**config.mk**
```make
export PLATFORM = sky130hd
export DESIGN_NAME = exmem_cond
export DESIGN_NICKNAME = d
export VERILOG_FILES = /design/src/rtl/pipe_pkg.sv /design/src/rtl/cond_check.sv /design/src/rtl/exmem_cond.sv
export SDC_FILE = /design/constraint.sdc
export NUM_CORES = 1
export LEC_CHECK = 0
export ABC_CLOCK_PERIOD_IN_PS = 2300
export BUFFER_PORTS_ARGS = -buffer_cell sky130_fd_sc_hd__buf_2
export CORE_MARGIN = 8
export CORE_UTILIZATION = 45
export CTS_CLUSTER_DIAMETER = 200
export DETAILED_ROUTE_END_ITERATION = 10
export HOLD_SLACK_MARGIN = 0.15
export PLACE_DENSITY = 0.77
export SYNTH_ARGS = -nofsm -noshare
export SYNTH_HDL_FRONTEND = slang
export SYNTH_SLANG_ARGS = --single-unit
```
**constraint.sdc**
```tcl
create_clock -name clk -period 2.3 [get_ports clk]
set_clock_uncertainty 0.1 [all_clocks]
set_input_delay 0.115 -clock clk [delete_from_list [all_inputs] [get_ports clk]]
set_output_delay 0.115 -clock clk [all_outputs]
set_load 0.01 [all_outputs]
```
**src/rtl/pipe_pkg.sv**
```systemverilog
// Shared pipeline types: condition codes, NZCV flag layout and default widths.
package pipe_pkg;

   localparam int DATA_W_DEF = 32;
   localparam int REG_AW_DEF = 4;

   // Bit positions inside the packed {N,Z,C,V} flags word.
   localparam int FLAG_N = 3;
   localparam int FLAG_Z = 2;
   localparam int FLAG_C = 1;
   localparam int FLAG_V = 0;

   typedef logic [3:0] flags_t;

   // ARM condition field encodings; 4'hF is executed unconditionally here.
   typedef enum logic [3:0] {
      COND_EQ = 4'h0,
      COND_NE = 4'h1,
      COND_CS = 4'h2,
      COND_CC = 4'h3,
      COND_MI = 4'h4,
      COND_PL = 4'h5,
      COND_VS = 4'h6,
      COND_VC = 4'h7,
      COND_HI = 4'h8,
      COND_LS = 4'h9,
      COND_GE = 4'hA,
      COND_LT = 4'hB,
      COND_GT = 4'hC,
      COND_LE = 4'hD,
      COND_AL = 4'hE,
      COND_NV = 4'hF
   } cond_e;

endpackage

```
**src/rtl/cond_check.sv**
```systemverilog
// Combinational ARM condition evaluator: condition field x NZCV -> pass.
// Kept standalone so the branch check logic can reuse it.
module cond_check
   import pipe_pkg::*;
(
   input  logic [3:0] cond,
   input  flags_t     flags,
   output logic       pass
);

   logic n, z, c, v;

   assign n = flags[FLAG_N];
   assign z = flags[FLAG_Z];
   assign c = flags[FLAG_C];
   assign v = flags[FLAG_V];

   // Decode the condition field against the current flags.
   always_comb begin
      pass = 1'b1;
      case (cond_e'(cond))
         COND_EQ: pass = z;
         COND_NE: pass = ~z;
         COND_CS: pass = c;
         COND_CC: pass = ~c;
         COND_MI: pass = n;
         COND_PL: pass = ~n;
         COND_VS: pass = v;
         COND_VC: pass = ~v;
         COND_HI: pass = c & ~z;
         COND_LS: pass = ~c | z;
         COND_GE: pass = (n == v);
         COND_LT: pass = (n != v);
         COND_GT: pass = ~z & (n == v);
         COND_LE: pass = z | (n != v);
         COND_AL: pass = 1'b1;
         COND_NV: pass = 1'b1;
         default: pass = 1'b1;
      endcase
   end

endmodule

```
**src/rtl/exmem_cond.sv**
```systemverilog
// EXE->MEM boundary: owns the NZCV register, evaluates the condition of the
// instruction in EXE, squashes its side effects on failure and registers the
// surviving bundle into MEM. Flush beats stall beats advance.
module exmem_cond
   import pipe_pkg::*;
#(
   parameter int DATA_W = DATA_W_DEF,
   parameter int REG_AW = REG_AW_DEF
) (
   input  logic              clk,
   input  logic              rst_n,
   input  logic              valid_e,
   input  logic              RegWriteE,
   input  logic              MemWriteE,
   input  logic              MemtoRegE,
   input  logic              PCSrcE,
   input  logic [3:0]        CondE,
   input  logic [1:0]        FlagWriteE,
   input  logic [3:0]        ALUFlagsE,
   input  logic [DATA_W-1:0] ALUResultE,
   input  logic [DATA_W-1:0] WriteDataE,
   input  logic [REG_AW-1:0] WA3E,
   input  logic              stall_m,
   input  logic              flush_m,
   output logic              CondExE,
   output logic [3:0]        FlagsQ,
   output logic              valid_m,
   output logic              RegWriteM,
   output logic              MemWriteM,
   output logic              MemtoRegM,
   output logic              PCSrcM,
   output logic [DATA_W-1:0] ALUResultM,
   output logic [DATA_W-1:0] WriteDataM,
   output logic [REG_AW-1:0] WA3M
);

   logic   condPass;
   logic   advance;
   logic   regWriteG, memWriteG, memtoRegG, pcSrcG;
   flags_t flagsNext;

   // Flags are read straight from the register: the producer now in MEM
   // wrote them on the previous edge, so no bypass path is required.
   cond_check uCondCheck (
      .cond  (CondE),
      .flags (FlagsQ),
      .pass  (condPass)
   );

   assign CondExE   = condPass & valid_e;
   assign advance   = ~stall_m & ~flush_m;

   assign regWriteG = RegWriteE & CondExE;
   assign memWriteG = MemWriteE & CondExE;
   assign memtoRegG = MemtoRegE & CondExE;
   assign pcSrcG    = PCSrcE & CondExE;

   // Merge the ALU flags into the architectural ones; N/Z and C/V halves
   // are written independently, and only by an executing instruction.
   always_comb begin
      flagsNext = FlagsQ;
      if (CondExE) begin
         if (FlagWriteE[1]) begin
            flagsNext[FLAG_N] = ALUFlagsE[FLAG_N];
            flagsNext[FLAG_Z] = ALUFlagsE[FLAG_Z];
         end
         if (FlagWriteE[0]) begin
            flagsNext[FLAG_C] = ALUFlagsE[FLAG_C];
            flagsNext[FLAG_V] = ALUFlagsE[FLAG_V];
         end
      end
   end

   // Architectural flags register; frozen on stall and on flush.
   always_ff @(posedge clk or negedge rst_n) begin
      if (!rst_n) begin
         FlagsQ <= '0;
      end else if (advance) begin
         FlagsQ <= flagsNext;
      end
   end

   // EX/MEM control fields: flush inserts a bubble, stall holds.
   always_ff @(posedge clk or negedge rst_n) begin
      if (!rst_n) begin
         valid_m   <= 1'b0;
         RegWriteM <= 1'b0;
         MemWriteM <= 1'b0;
         MemtoRegM <= 1'b0;
         PCSrcM    <= 1'b0;
      end else if (flush_m) begin
         valid_m   <= 1'b0;
         RegWriteM <= 1'b0;
         MemWriteM <= 1'b0;
         MemtoRegM <= 1'b0;
         PCSrcM    <= 1'b0;
      end else if (!stall_m) begin
         valid_m   <= valid_e;
         RegWriteM <= regWriteG;
         MemWriteM <= memWriteG;
         MemtoRegM <= memtoRegG;
         PCSrcM    <= pcSrcG;
      end
   end

   // EX/MEM data fields: meaningless behind a bubble, so flush just holds.
   always_ff @(posedge clk or negedge rst_n) begin
      if (!rst_n) begin
         ALUResultM <= '0;
         WriteDataM <= '0;
         WA3M       <= '0;
      end else if (advance) begin
         ALUResultM <= ALUResultE;
         WriteDataM <= WriteDataE;
         WA3M       <= WA3E;
      end
   end

endmodule
```
* After elaboration in Yosys (flattened, before gate mapping)
Index checks and enable logic that the tools add are counted.
W data, S select, Z words.
** Storage, ports and cells
- Flip-flop bits (word level) :: 77
** Cells by class
- Eq/ne operators :: 18
- Muxes and demuxes :: 11
- Bitwise gates (word level) :: 16
- Reduce and logical (&&, ||, !) cells :: 4
** Operators with widths (count)
- $eq A4 B4 Y1 const B :: 8
- $eq A4 B3 Y1 const B :: 4
- $pmux W1 S15 :: 1
- $mux W1 :: 10
- $and A1 B1 Y1 :: 8
- $eq A4 B2 Y1 const B :: 2
- $not A1 Y1 :: 6
- $reduce_and A3 Y1 :: 2
- $eq A4 B1 Y1 const B :: 1
- $logic_not A4 Y1 :: 1
- $ne A2 B1 Y1 const B :: 1
- $or A1 B1 Y1 :: 2
- $reduce_or A2 Y1 :: 1
- $eq A1 B1 Y1 :: 1
- $ne A1 B1 Y1 :: 1

* Longest topological paths before layout
- Depth in word-level cells :: 7
- Gate-level depth with buffers :: 6

* Cells and area by module
Synthesis repeated with hierarchy kept, for this count alone.
** Unflattened totals
- Cells, all modules :: 205
- Area total of the unflattened synthesis :: 3106.7 µm²
** By module, submodules not included
- exmem_cond :: times used 1, cells an instance 176, area each 2905.3 µm², sequential area each 1926.8 µm²
- cond_check :: times used 1, cells an instance 29, area each 201.4 µm², sequential area each 0.0 µm²

* Worst setup path after synthesis
No wires, ideal clock.
- Path kind :: reg2reg
- Start point :: register FlagsQ[3]
- End point :: register FlagsQ[0]
- Library setup time :: 128 ps
- Data arrival time :: 1749 ps
- Required time :: 2072 ps
- Slack :: 323 ps
- Stages on the path, launching flop included :: 6
- Path buffers :: 0
- Period minus slack after synthesis :: 1977 ps
- Cell sequence :: dfrtp_1 -> xor2_2 -> nor4b_1 -> o31ai_4 -> a31oi_2 -> mux2_1
** Between the ends
- Word-level cells in the longest chain between the ends :: 5
** Ends and longest elaborated chain
- from (decl) :: RTL line exmem_cond.sv:26 : output logic [3:0] FlagsQ,
- from (signal assigned) :: RTL line exmem_cond.sv:79 : FlagsQ <= flagsNext;
- $ne A1 B1 Y1 or $eq A1 B1 Y1 (tied branches)
- $or A1 B1 Y1 or $and A1 B1 Y1 (tied branches) :: RTL line cond_check.sv:35, cond_check.sv:34
- $pmux W1 S15 * :: RTL line cond_check.sv:21 : case (cond_e'(cond))
- $and A1 B1 Y1 * :: RTL line exmem_cond.sv:50 : assign CondExE = condPass & valid_e;
- $reduce_and A3 Y1 (no line) *
Mark *: on every way between the ends. The rest lies on a longest branch, timed or not.
A chain may end at the register's enable or synchronous reset.

* Worst setup path in the final report
- Start point :: register FlagsQ[3]
- End point :: output CondExE
** Between the ends
- Word-level cells in the longest chain between the ends :: 4
** Ends and longest elaborated chain
- $ne A1 B1 Y1 or $eq A1 B1 Y1 (tied branches)
- $or A1 B1 Y1 or $and A1 B1 Y1 (tied branches) :: RTL line cond_check.sv:35, cond_check.sv:34
- $pmux W1 S15 * :: RTL line cond_check.sv:21
- $and A1 B1 Y1 * :: RTL line exmem_cond.sv:50
- to (decl) :: RTL line exmem_cond.sv:25 : output logic CondExE,
Marked as above.

==> impl_metrics.py <==
metrics = {
    "yosys": {
        "synth_top_area_share": 0.613,
        "synth_common_cells": "dfrtp_1 (77), mux2_2 (68), buf_2 (5), clkbuf_1 (5)",
        "synth_area_per_cell_um2": 15.6,
        "synth_top_family_by_area": "multiplexers",
        "synth_top_area_cell": "dfrtp_1",
        "synth_cell_types": 34,
        "ys_seq_area_frac": 0.613,
        "ys_seq_elements": 77,
        "synth_edf_count": 0,
        "synth-compound-area-share": 0.0632,
        "syn_nets": 288,
        "synth_xor_area_frac": 0.00517,
        "synthMuxAreaShare": 0.264,
        "yosys_most_used_dff": "dfrtp_1",
        "synthesis.area_um2": 3150,
        "yosysMostFrequentCell": "dfrtp_1",
        "syn_inst": 201,
        "synth-simple-area-share": 0.0386,
        "ys_warn_count": 0,
        "yosys-top-cells-area": "dfrtp_1 (61%), mux2_2 (24%), mux2_1 (1.4%), a22o_1 (1.1%), a311oi_4 (0.84%)",
        "postSynth.asyncResetShare": 1.00,
        "yosys.area_share.adder": 0,
    },
    "sta": {
        "finalSetupTns_ns": 0,
        "max_slew_margin": 0.378,
        "tightest_slew_ns": 0.933,
        "fin_crit_sh": 0.947,
        "rsz0062_at_grt": "no",
        "hold_viol_final": 0,
        "setup_viol": 0,
        "max_freq_mhz": 459,
        "period_needed_ns": 2.18,
        "postLayoutSetupSlackWorst_ns": 0.121,
        "slew_viol_final": 0,
    },
    "final_layout": {
        "fin_area_um2": 5140,
        "drive_above_1_share": 0.575,
        "fillers": 432,
        "stdcell_count": 550,
        "num_antenna_cells": 0,
        "synthToLayoutAreaGrowth_pct": 63.4,
        "nNetsFinal": 536,
    },
    "die": {
        "io-pin-count": 165,
        "core_region_area_um2": 6790,
        "start_util": 0.463,
        "fp.dieW_um": 99.6,
        "dieArea_um2": 9920,
        "rows": 30,
        "die_y_um": 99.6,
    },
    "routing": {
        "drt_wl_total_um": 9300,
        "postRouteAntennaNets": 0,
        "dr.pass1.iters": 4,
        "vias_per_cell": 4.85,
        "drc": 0,
        "wl_per_cell_um": 16.9,
        "drtIter0Drc": 71,
        "vias": 2665,
    },
    "worst_setup_path": {
        "critPathMaxStageDelay_ns": 0.44,
        "cp_cell_sequence": "xor2_2 > nor3b_1 > o311a_4 > a31oi_1 > buf_2",
        "arrival_ns": 1.96,
        "crit_type": "flip-flop to output pin",
        "end_kind": "output pin",
        "cp_max_fo": 5,
        "cp_slowest_cell": "dfrtp_1",
        "critPathLaunchType": "flip-flop",
        "crit_family": "compound AO/OA/AOI/OAI gates",
        "crit_required_ns": 2.09,
        "worst-path-buf-inv": 1,
    },
    "grt": {
        "grt-ovfl-total": 0,
        "grt_pass1_wl_um": 15300,
        "antenna_found_initial": 0,
        "grt_use_total": 0.194,
        "grt_max_degree": 78,
        "grt_pass1_vias": 3015,
    },
    "power": {
        "pwr-share-comb": 0.247,
        "p_per_area_nw_per_um2": 767,
        "total_power_mw": 3.94,
        "p_sw_mw": 1.10,
        "switching_share": 0.279,
        "power_frac_seq": 0.433,
        "p_clk_frac": 0.320,
        "internal-power_mw": 2.84,
        "p_leak_nw": 2.45,
        "ir_drop_v": 0.000511,
    },
    "job": {
        "maxCapViolations": 0,
    },
    "clock_tree": {
        "clk-insertion-delay-late_ns": 0.33,
        "cts.htree.levels": 3,
        "clockRootBuffer": "clkbuf_8",
        "clkTransAtPathRegs_ns": 0.09,
        "cts_tree": "done",
        "cts_made_buffers": 9,
        "clkSinkCount": 77,
        "clockBufferDepth": 2,
    },
    "run_status": {
        "status": "finished, final reports clean",
    },
    "placement": {
        "place_congestion": 0.878,
        "pre_cts_slack_ns": 0.169,
        "hpwlAfterDp_um": 6140,
        "dp_cells": 453,
        "placed_area_um2": 4070,
        "portBuffers": 164,
    },
    "hold_path": {
        "hp-class": "primary input to flip-flop",
    },
}
path summary, 6_finish.rpt:
path	slack [ns]	startpoint	depth (start not counted)	end
max in group asynchronous	1.10	rst_n	2	WriteDataM[29]
worst min-delay path	0.16	stall_m	3	MemWriteM
min in group asynchronous	0.39	rst_n	2	WriteDataM[13]
worst min register to register	0.40	WriteDataM[4]	1	WriteDataM[4]
worst max register to register	0.20	FlagsQ[3]	5	FlagsQ[2]
worst max-delay path	0.12	FlagsQ[3]	5	CondExE
per-stage QoR:
step | hold slack [ns] | util
after global placement | 0.223 | 0.599
after CTS | 0.151 | 0.756
final | 0.163 | 0.757
after detailed placement | 0.225 | 0.599
after floorplan | -0.281 | -
after global routing | 0.173 | 0.757
worst reg2reg max path: cells and delay by family, from the launching register on:
family,cells,cell delay [ns]
muxes,1,0.35
xor gates and xnor gates,1,0.31
DFF,1,0.44
and+or+nand+nor,1,0.10
AOI/OAI and AO/OA,2,0.67
cell families after synthesis:
family / after synthesis
xor gates and xnor gates: 1
buffers and inverters: 12
muxes: 74
and+or+nand+nor: 20
DFF: 77
AOI/OAI and AO/OA: 17
metal layers:
| metal | global-route usage | vias up | share of wire |
|---|---|---|---|
| met1 | 0.202 | 1295 | 0.36 |
| met5 | 0 | - | 0 |
| li1 | - | 1230 | - |
| met2 | 0.339 | 111 | 0.53 |
| met3 | 0.0628 | 29 | 0.074 |
| met4 | 0.109 | 0 | 0.042 |
sequential cells by signal, indices dropped and copies added (netlist names):
register    cells
MemWriteM       1
WriteDataM     32
RegWriteM       1
PCSrcM          1
WA3M            4
valid_m         1
ALUResultM     32
MemtoRegM       1
FlagsQ          4
cell type report:
cell class              instances  area, um2  area share
clock inverters                 6        119      0.0231
repair buffers                247       1650       0.321
well taps                      96        120      0.0234
inverters                       2       7.51     0.00146
clock buffers                  10        138      0.0268
multi-input cells             112       1180       0.230
flip-flops and latches         77       1930       0.375
layout by cell type, fill, tap and decap left out, types with 3 or more instances in the layout:
cell type      Yosys  routed
nor3_1             3       3
a22o_1             4       4
mux2_2            68      68
buf_4              0       3
clkbuf_8           0      10
mux2_1             4       4
dfrtp_1           77      77
dlygate4sd3_1      0      81
buf_2              5     163
bufinv_16          0       3
repair_timing:
action / CTS / global route
resized for setup: 0 / 1
endpoints found under the setup margin: 0 / 1
setup buffers: 0 / 0
endpoints found under the hold margin: 154 / 0
hold buffers: 81 / 0
power groups by stage:
stage / clock network, mW / logic [mW] / registers (mW)
finish: 1.26 / 0.976 / 1.71
global route: 1.35 / 1.06 / 1.74
CTS: 1.29 / 0.974 / 1.70
detailed placement: 0 / 0.866 / 1.72
global placement: 0 / 0.842 / 1.71
floorplan: 0 / 0.367 / 1.81
Power figures use the tool's default switching activity.
